## src/rtl/spi_rx.sv

```systemverilog
// SPI receiver: oversamples spi_clock/spi_data on the system clock, assembles MSB-first frames
// and presents each completed frame on a valid/ready output register.
module spi_rx #(
    parameter int DATA_WIDTH  = 8,
    parameter int SYNC_STAGES = 2,
    parameter int TIMEOUT     = 64
) (
    input  logic                  clock,
    input  logic                  reset,
    input  logic                  spi_clock,
    input  logic                  spi_data,
    output logic [DATA_WIDTH-1:0] data_out,
    output logic                  data_valid,
    input  logic                  data_ready,
    output logic                  overrun,
    output logic                  frame_error,
    output logic                  busy
);

    localparam int CW = (DATA_WIDTH > 1) ? $clog2(DATA_WIDTH) : 1;
    localparam int IW = $clog2(TIMEOUT + 1);
    localparam logic [CW-1:0] LAST_BIT = CW'(DATA_WIDTH - 1);
    localparam logic [IW-1:0] IDLE_MAX = IW'(TIMEOUT);

    typedef enum logic {
        ST_IDLE = 1'b0,
        ST_RECV = 1'b1
    } state_t;

    state_t state_q, state_d;

    logic [SYNC_STAGES-1:0] sclk_sync_q;
    logic [SYNC_STAGES-1:0] sdat_sync_q;
    logic                   sclk_prev_q;

    logic [DATA_WIDTH-1:0] shift_q, shift_d;
    logic [CW-1:0]         bit_cnt_q, bit_cnt_d;
    logic [IW-1:0]         idle_cnt_q, idle_cnt_d;
    logic [DATA_WIDTH-1:0] data_q, data_d;
    logic                  valid_q, valid_d;
    logic                  overrun_q, overrun_d;
    logic                  ferr_q, ferr_d;

    logic                  sclk_s;
    logic                  sdat_s;
    logic                  rise;
    logic                  complete;
    logic [DATA_WIDTH-1:0] shifted;
    logic [IW-1:0]         idle_next;

    // Both paths share the same depth so the sampled data bit lines up with its rise
    always_ff @(posedge clock or negedge reset) begin
        if (!reset) begin
            sclk_sync_q <= '0;
            sdat_sync_q <= '0;
            sclk_prev_q <= 1'b0;
        end else begin
            sclk_sync_q <= {sclk_sync_q[SYNC_STAGES-2:0], spi_clock};
            sdat_sync_q <= {sdat_sync_q[SYNC_STAGES-2:0], spi_data};
            sclk_prev_q <= sclk_sync_q[SYNC_STAGES-1];
        end
    end

    assign sclk_s  = sclk_sync_q[SYNC_STAGES-1];
    assign sdat_s  = sdat_sync_q[SYNC_STAGES-1];
    assign rise    = sclk_s & ~sclk_prev_q;
    assign shifted = (shift_q << 1) | DATA_WIDTH'(sdat_s);

    always_ff @(posedge clock or negedge reset) begin
        if (!reset) begin
            state_q    <= ST_IDLE;
            shift_q    <= '0;
            bit_cnt_q  <= '0;
            idle_cnt_q <= '0;
            data_q     <= '0;
            valid_q    <= 1'b0;
            overrun_q  <= 1'b0;
            ferr_q     <= 1'b0;
        end else begin
            state_q    <= state_d;
            shift_q    <= shift_d;
            bit_cnt_q  <= bit_cnt_d;
            idle_cnt_q <= idle_cnt_d;
            data_q     <= data_d;
            valid_q    <= valid_d;
            overrun_q  <= overrun_d;
            ferr_q     <= ferr_d;
        end
    end

    always_comb begin
        state_d    = state_q;
        shift_d    = shift_q;
        bit_cnt_d  = bit_cnt_q;
        idle_cnt_d = idle_cnt_q;
        data_d     = data_q;
        valid_d    = valid_q;
        overrun_d  = 1'b0;
        ferr_d     = 1'b0;
        complete   = 1'b0;
        idle_next  = (idle_cnt_q == IDLE_MAX) ? idle_cnt_q : idle_cnt_q + IW'(1);

        if (valid_q && data_ready) begin
            valid_d = 1'b0;
        end

        case (state_q)
            ST_IDLE: begin
                bit_cnt_d  = '0;
                idle_cnt_d = '0;
                if (rise) begin
                    shift_d = shifted;
                    if (DATA_WIDTH == 1) begin
                        complete = 1'b1;
                    end else begin
                        bit_cnt_d = CW'(1);
                        state_d   = ST_RECV;
                    end
                end
            end
            ST_RECV: begin
                if (rise) begin
                    shift_d    = shifted;
                    idle_cnt_d = '0;
                    if (bit_cnt_q == LAST_BIT) begin
                        complete  = 1'b1;
                        bit_cnt_d = '0;
                        state_d   = ST_IDLE;
                    end else begin
                        bit_cnt_d = bit_cnt_q + CW'(1);
                    end
                end else if (idle_next == IDLE_MAX) begin
                    // Transmitter stalled mid-frame: drop the partial byte
                    ferr_d     = 1'b1;
                    shift_d    = '0;
                    bit_cnt_d  = '0;
                    idle_cnt_d = '0;
                    state_d    = ST_IDLE;
                end else begin
                    idle_cnt_d = idle_next;
                end
            end
            default: begin
                state_d = ST_IDLE;
            end
        endcase

        // A byte may land in the same cycle the consumer drains the old one
        if (complete) begin
            if (!valid_q || data_ready) begin
                data_d  = shifted;
                valid_d = 1'b1;
            end else begin
                overrun_d = 1'b1;
            end
        end
    end

    assign data_out    = data_q;
    assign data_valid  = valid_q;
    assign overrun     = overrun_q;
    assign frame_error = ferr_q;
    assign busy        = (state_q == ST_RECV);

endmodule

```

## config.mk

```make
export PLATFORM = sky130hd
export DESIGN_NAME = spi_rx
export DESIGN_NICKNAME = d
export VERILOG_FILES = /design/src/rtl/spi_rx.sv
export SDC_FILE = /design/constraint.sdc
export NUM_CORES = 1
export LEC_CHECK = 0
export ABC_AREA = 1
export CAP_MARGIN = 20
export CORE_ASPECT_RATIO = 1.4
export CORE_MARGIN = 8
export CORE_UTILIZATION = 40
export CTS_CLUSTER_DIAMETER = 80
export DETAILED_ROUTE_END_ITERATION = 8
export HOLD_SLACK_MARGIN = 0.03
export PLACE_DENSITY_LB_ADDON = 0.25
export SLEW_MARGIN = 20
export SYNTH_ARGS = -nofsm -noshare
export SYNTH_HDL_FRONTEND = slang
export SYNTH_SLANG_ARGS = --single-unit
```

## constraint.sdc

```tcl
create_clock -name clock -period 1.8 [get_ports clock]
set_input_delay 0.18 -clock clock [delete_from_list [all_inputs] [get_ports clock]]
set_output_delay 0.18 -clock clock [all_outputs]
set_load 0.02 [all_outputs]
```

Yosys cells after proc, flatten, opt, wreduce, memory -nomap -nowiden
Cells that the tools add are included.
- flip-flop bits (word level): 34
- input port bits: 5
- output and inout bits: 12
- word-level logic and storage cells: 56
- $add $sub $neg: 2
- eq/ne operators: 5
- mux-type cells: 29
- bitwise logic cells: 4
- reduce and logical (&&, ||, !) cells: 5
- operators with widths (operator ; count):
    7-bit two-way mux ; 6
    7-bit case mux with 2 select lines ; 2
    1-bit two-way mux ; 16
    7-bit == test, second input constant ; 2
    3-bit two-way mux ; 3
    8-bit by 1-bit OR with 8-bit output ; 1
    7-bit by 1-bit adder with 7-bit output, second input constant ; 1
    3-bit case mux with 2 select lines ; 1
    2-bit AND reduction ; 2
    3-bit by 1-bit adder with 3-bit output, second input constant ; 1
    3-bit == test, second input constant ; 1
    3-bit by 1-bit != test with 1-bit output, second input constant ; 1
    2-bit != test, second input constant ; 1
    1-bit inverter ; 2
    1-bit case mux with 2 select lines ; 1
    1-bit AND ; 1
    1-bit logical AND ; 1
    1-bit logical NOT ; 1
    1-bit logical OR ; 1

Longest topological paths before layout
Gate-level depths: netlist (run 1).
- depth after elaboration: 6
- depth in mapped cells: 11
- gate-level depth less buffers: 11

Least setup slack after synthesis (run 1)
Ideal clock, no wire load.
- kind: register to register
- start point: reg bit_cnt_q[0]
- end point: reg data_q[0] (netlist: data_out[0])
- arrival: 1378 ps
- data required time: 1675 ps
- slack: 297 ps
- cell stages (with the launch flop): 7
- buffers on the path: 0
- path through: dfrtp_1 > ha_1 > ha_1 > nand2_1 > nor2_1 > nand2_2 > mux2_2
- longest elaborated chain between the ends: 5
- RTL lines (what ; line ; RTL):
    start: declaration ; 37 ; logic [CW-1:0] bit_cnt_q, bit_cnt_d;
    start signal: assignment ; 82 ; bit_cnt_q <= bit_cnt_d;
    3-bit == test ; 125 ; if (bit_cnt_q == LAST_BIT) begin
    1-bit two-way mux ; 125 ;
    1-bit two-way mux ; 122 ; if (rise) begin
    1-bit two-way mux ; 107 ; case (state_q)
    2-bit AND reduction (no source line) ; n/a ;
    end signal: assignment ; 84 ; data_q <= data_d;
    end: declaration ; 39 ; logic [DATA_WIDTH-1:0] data_q, data_d;
Every way passes these cells.
A chain may end at the register's enable or synchronous reset.

Final worst setup path (run 1)
- start point: reg idle_cnt_q[0]
- end point: reg idle_cnt_q[6]
- longest elaborated chain between the ends: 6
- elaborated cells on any way between the ends: 7
- those cells by class: add/sub (1); eq/ne (2); mux (4)
- RTL lines (what ; line ; RTL):
    start: declaration ; 38 ; logic [IW-1:0] idle_cnt_q, idle_cnt_d;
    start signal: assignment ; 83 ; idle_cnt_q <= idle_cnt_d;
    7-bit by 1-bit adder with 7-bit output / 7-bit == test (equally long branches) ; 101 ; idle_next = (idle_cnt_q == IDLE_MAX) ? idle_cnt_q : idle_cnt_q + IW'(1);
    7-bit two-way mux (*) ; 101 ;
    7-bit == test ; 132 ; end else if (idle_next == IDLE_MAX) begin
    7-bit two-way mux (*) ; 132 ;
    7-bit two-way mux (*) ; 122 ;
    7-bit case mux with 2 select lines (*) ; 107 ;
    net idle_cnt_d[6] ; 38 ;
Mark *: on every way through the listed nets, which the timed path passes. The rest lies on a longest branch.

==> metrics.txt, run 1 <==
status=finished clean; FMAX=between 0.5 and 0.6 GHz; Core ar.=3550 um2; DRT iter0 DRCs=50; # port buffers=16; R2R Setup Slk=0.13 ns; IO Count=17; final setup fails=0; Syn Inst Count=145; leakage=about 0.9 nW; fin crit share=0.927; die area=just under 6000 um2; fin nets=178; Die X=66.9 um; post-route met1 wirelength=1050 um; Sink Count=34; Bufs on Longest Clock Path=2; CTS tree=done; r2r worst-path depth=8; # DRC=0; Cell Pwr Density=926 nW/um2; Final Power=about 1.7 mW; Sum Neg Setup Slack=0 ns; clk_lat worst skew=0.28 ns; die height=just under 90 um; gr usage total=0.105; Avg Inst Size Synth=9.99 um2; wire length per cell=between 10 and 15 um; Synth Net Count=154; Root Buffer=clkbuf_8; first-pass GRT wire length=4710 um; Initial Util=0.409; vias in the first global route=1099; Crit Path Class=reg -> reg; Rows=26; yosys warns=0; WL met2=1340 um; Critical Path Source Type=flop; Top Metal Used=met4; Antenna Nets Post-Route=0; Final Util=0.504; CP arrival=1.88 ns; total gr overflow=0; fin crit period=1.67 ns; fraction of layout cells with a size suffix above 1=0.176; Routability Congestion=0.781; Setup Skew=0.00320 ns; relative slew slack=0.725; Seq/Total Area, Yosys=0.587; H-tree Lvls=2; Hold Path Class=in -> async; number of max-cap violations=0; Distinct cells, synth=19; final instance area=1790 um2; RR Endpoint=idle_cnt_q[6]$_DFF_PN0_; WL final=2620 um; Worst Tran Pin Value=between 0.4 and 0.5 ns; CP Data Required Time=2.01 ns; Crit Path Max Fanout=5; initial antenna violation count=0; CTS buffer count=5; hpwl dp=1980 um; placed cell area=roughly 1700 um2; Met3 Wirelength=between 150 and 200 um; max-slew violation count=0; Initial DRT Pass Iterations=4; largest net degree at the start of global routing=35; worst vdd ir=0.669 mV; CTS clk-pin slew, worst paths=0.06 ns; Area growth, synth to finish=23.4%; # diodes=0; final hold vios=0; post-synthesis instance area=1450 um2; reg-to-reg startpoint=idle_cnt_q[0]$_DFF_PN0_; Synth Register Bits=34; unrepaired setup endpoints after global routing=no; vias per inst=4.87; Worst setup EP type=flop; DR vias=1033
==> sequential cells by signal, indices dropped and copies added, names as in the netlist <==
register	cells
data_out	8
idle_cnt_q	7
shift_q	7
bit_cnt_q	3
sclk_sync_q	2
sdat_sync_q	2
busy	1
data_valid	1
frame_error	1
overrun	1
sclk_prev_q	1
==> placed cells by master (no fill, tap or decap), drive strengths merged, types with 2 or more instances in the layout <==
| cell type | synthesis | final |
|---|---|---|
| ha | 4 | 4 |
| nor2 | 19 | 19 |
| a21oi | 2 | 2 |
| buf | 0 | 2 |
| dfrtp | 34 | 34 |
| nand2 | 37 | 37 |
| clkbuf | 1 | 8 |
| mux2 | 8 | 8 |
| nand4 | 3 | 3 |
| nand3 | 18 | 18 |
| o21ai | 2 | 2 |
| inv | 15 | 15 |
| clkdlybuf4s50 | 0 | 16 |
==> per-layer routing <==
metal / vias up / global-route usage
li1: 511 / -
met2: 21 / 0.173
met3: 6 / 0.0438
met1: 495 / 0.110
met5: - / 0
met4: 0 / 0.0573
==> what timing repair did <==
item / CTS / global route
resized for setup: 0 / 1
setup endpoints to repair: 0 / 1
setup buffers: 0 / 0
hold buffers: 0 / 0
==> report_power, final <==
group          internal (mW)  leakage, nW  switching (mW)
clock                  0.386       0.0575           0.256
sequential             0.816        0.451          0.0469
combinational         0.0578        0.391          0.0933
total                   1.26        0.900           0.396
==> critical path: stages, from the launching register on <==
cell	delay [ns]
dfrtp_1	0.42
ha_1	0.27
nand3_2	0.11
nor2_2	0.11
xor2_1	0.32
nor2_4	0.09
nand2_2	0.10
nand2_1	0.08
nor2_1	0.10
==> cell usage after synthesis, drive strengths merged <==
| master | count | area share |
|---|---|---|
| inv | 15 | 0.039 |
| xor2 | 1 | 0.0060 |
| mux2 | 8 | 0.062 |
| clkbuf | 1 | 0.0026 |
| dfrtp | 34 | 0.59 |
| nand2 | 37 | 0.099 |
| o21ai | 2 | 0.0095 |
| ha | 4 | 0.035 |
| nand4 | 3 | 0.013 |
| clkinv | 1 | 0.0026 |
| a21oi | 2 | 0.0069 |
| nor2 | 19 | 0.056 |
| nand3 | 18 | 0.081 |
==> metrics by stage <==
| step | setup slack, ns | instances | hold WS, ns |
|---|---|---|---|
| 3_3_place_gp | 0.182 | 204 | 0.335 |
| 3_5_place_dp | 0.165 | 204 | 0.342 |
| 2_1_floorplan | 0.297 | 145 | -0.116 |
| 6_report | 0.131 | 212 | 0.286 |
| 4_1_cts | 0.156 | 212 | 0.301 |
| 5_1_grt | 0.0106 | 212 | 0.336 |
==> logic make-up after synthesis <==
family | after synthesis | share of synthesized area
AOI/OAI and AO/OA | 4 | 0.0164
DFF | 34 | 0.587
muxes | 8 | 0.0622
xor gates and xnor gates | 1 | 0.00605
buffers and inverters | 17 | 0.0440
adders and majority gates | 4 | 0.0345
and+or+nand+nor | 77 | 0.250
==> worst max path at each step <==
| stage | from | end | slack, ns | depth (start not counted) |
|---|---|---|---|---|
| 6_report | idle_cnt_q[0]$_DFF_PN0_ | idle_cnt_q[6]$_DFF_PN0_ | 0.13 | 8 |
| 5_1_grt | idle_cnt_q[0]$_DFF_PN0_ | shift_q[5]$_DFFE_PN0P_ | 0.01 | 11 |
| 4_1_cts | idle_cnt_q[0]$_DFF_PN0_ | idle_cnt_q[6]$_DFF_PN0_ | 0.16 | 8 |
| 3_5_place_dp | idle_cnt_q[0]$_DFF_PN0_ | shift_q[6]$_DFFE_PN0P_ | 0.16 | 9 |
| 3_3_place_gp | bit_cnt_q[0]$_DFFE_PN0P_ | data_out[2]$_DFFE_PN0P_ | 0.18 | 6 |
| 2_1_floorplan | bit_cnt_q[0]$_DFFE_PN0P_ | data_out[0]$_DFFE_PN0P_ | 0.30 | 6 |
==> area by class of cell <==
cell class / instances / area, um2
multi-input cells: 94 / 539
well taps: 42 / 52.6
fillers: 331 / 1760
flip-flops and latches: 34 / 851
repair buffers: 18 / 175
clock buffers: 8 / 110
inverters: 16 / 60.1
No activity file was read; power rests on OpenSTA's default activity.
==> inputs of run 2 (changes only) <==
--- a/config.mk
+++ b/config.mk
@@ -14,7 +14,6 @@
 export DETAILED_ROUTE_END_ITERATION = 8
 export HOLD_SLACK_MARGIN = 0.03
 export PLACE_DENSITY_LB_ADDON = 0.25
-export SLEW_MARGIN = 20
 export SYNTH_ARGS = -nofsm -noshare
 export SYNTH_HDL_FRONTEND = slang
 export SYNTH_SLANG_ARGS = --single-unit
==> results of run 2 <==
No change in the layout: final DEF, timing and power equal those of run 1.
==> inputs of run 3 (changes only) <==
--- a/config.mk
+++ b/config.mk
@@ -6,7 +6,6 @@
 export NUM_CORES = 1
 export LEC_CHECK = 0
 export ABC_AREA = 1
-export CAP_MARGIN = 20
 export CORE_ASPECT_RATIO = 1.4
 export CORE_MARGIN = 8
 export CORE_UTILIZATION = 40
==> results of run 3 <==
No change in the layout: final DEF, timing and power equal those of run 1.
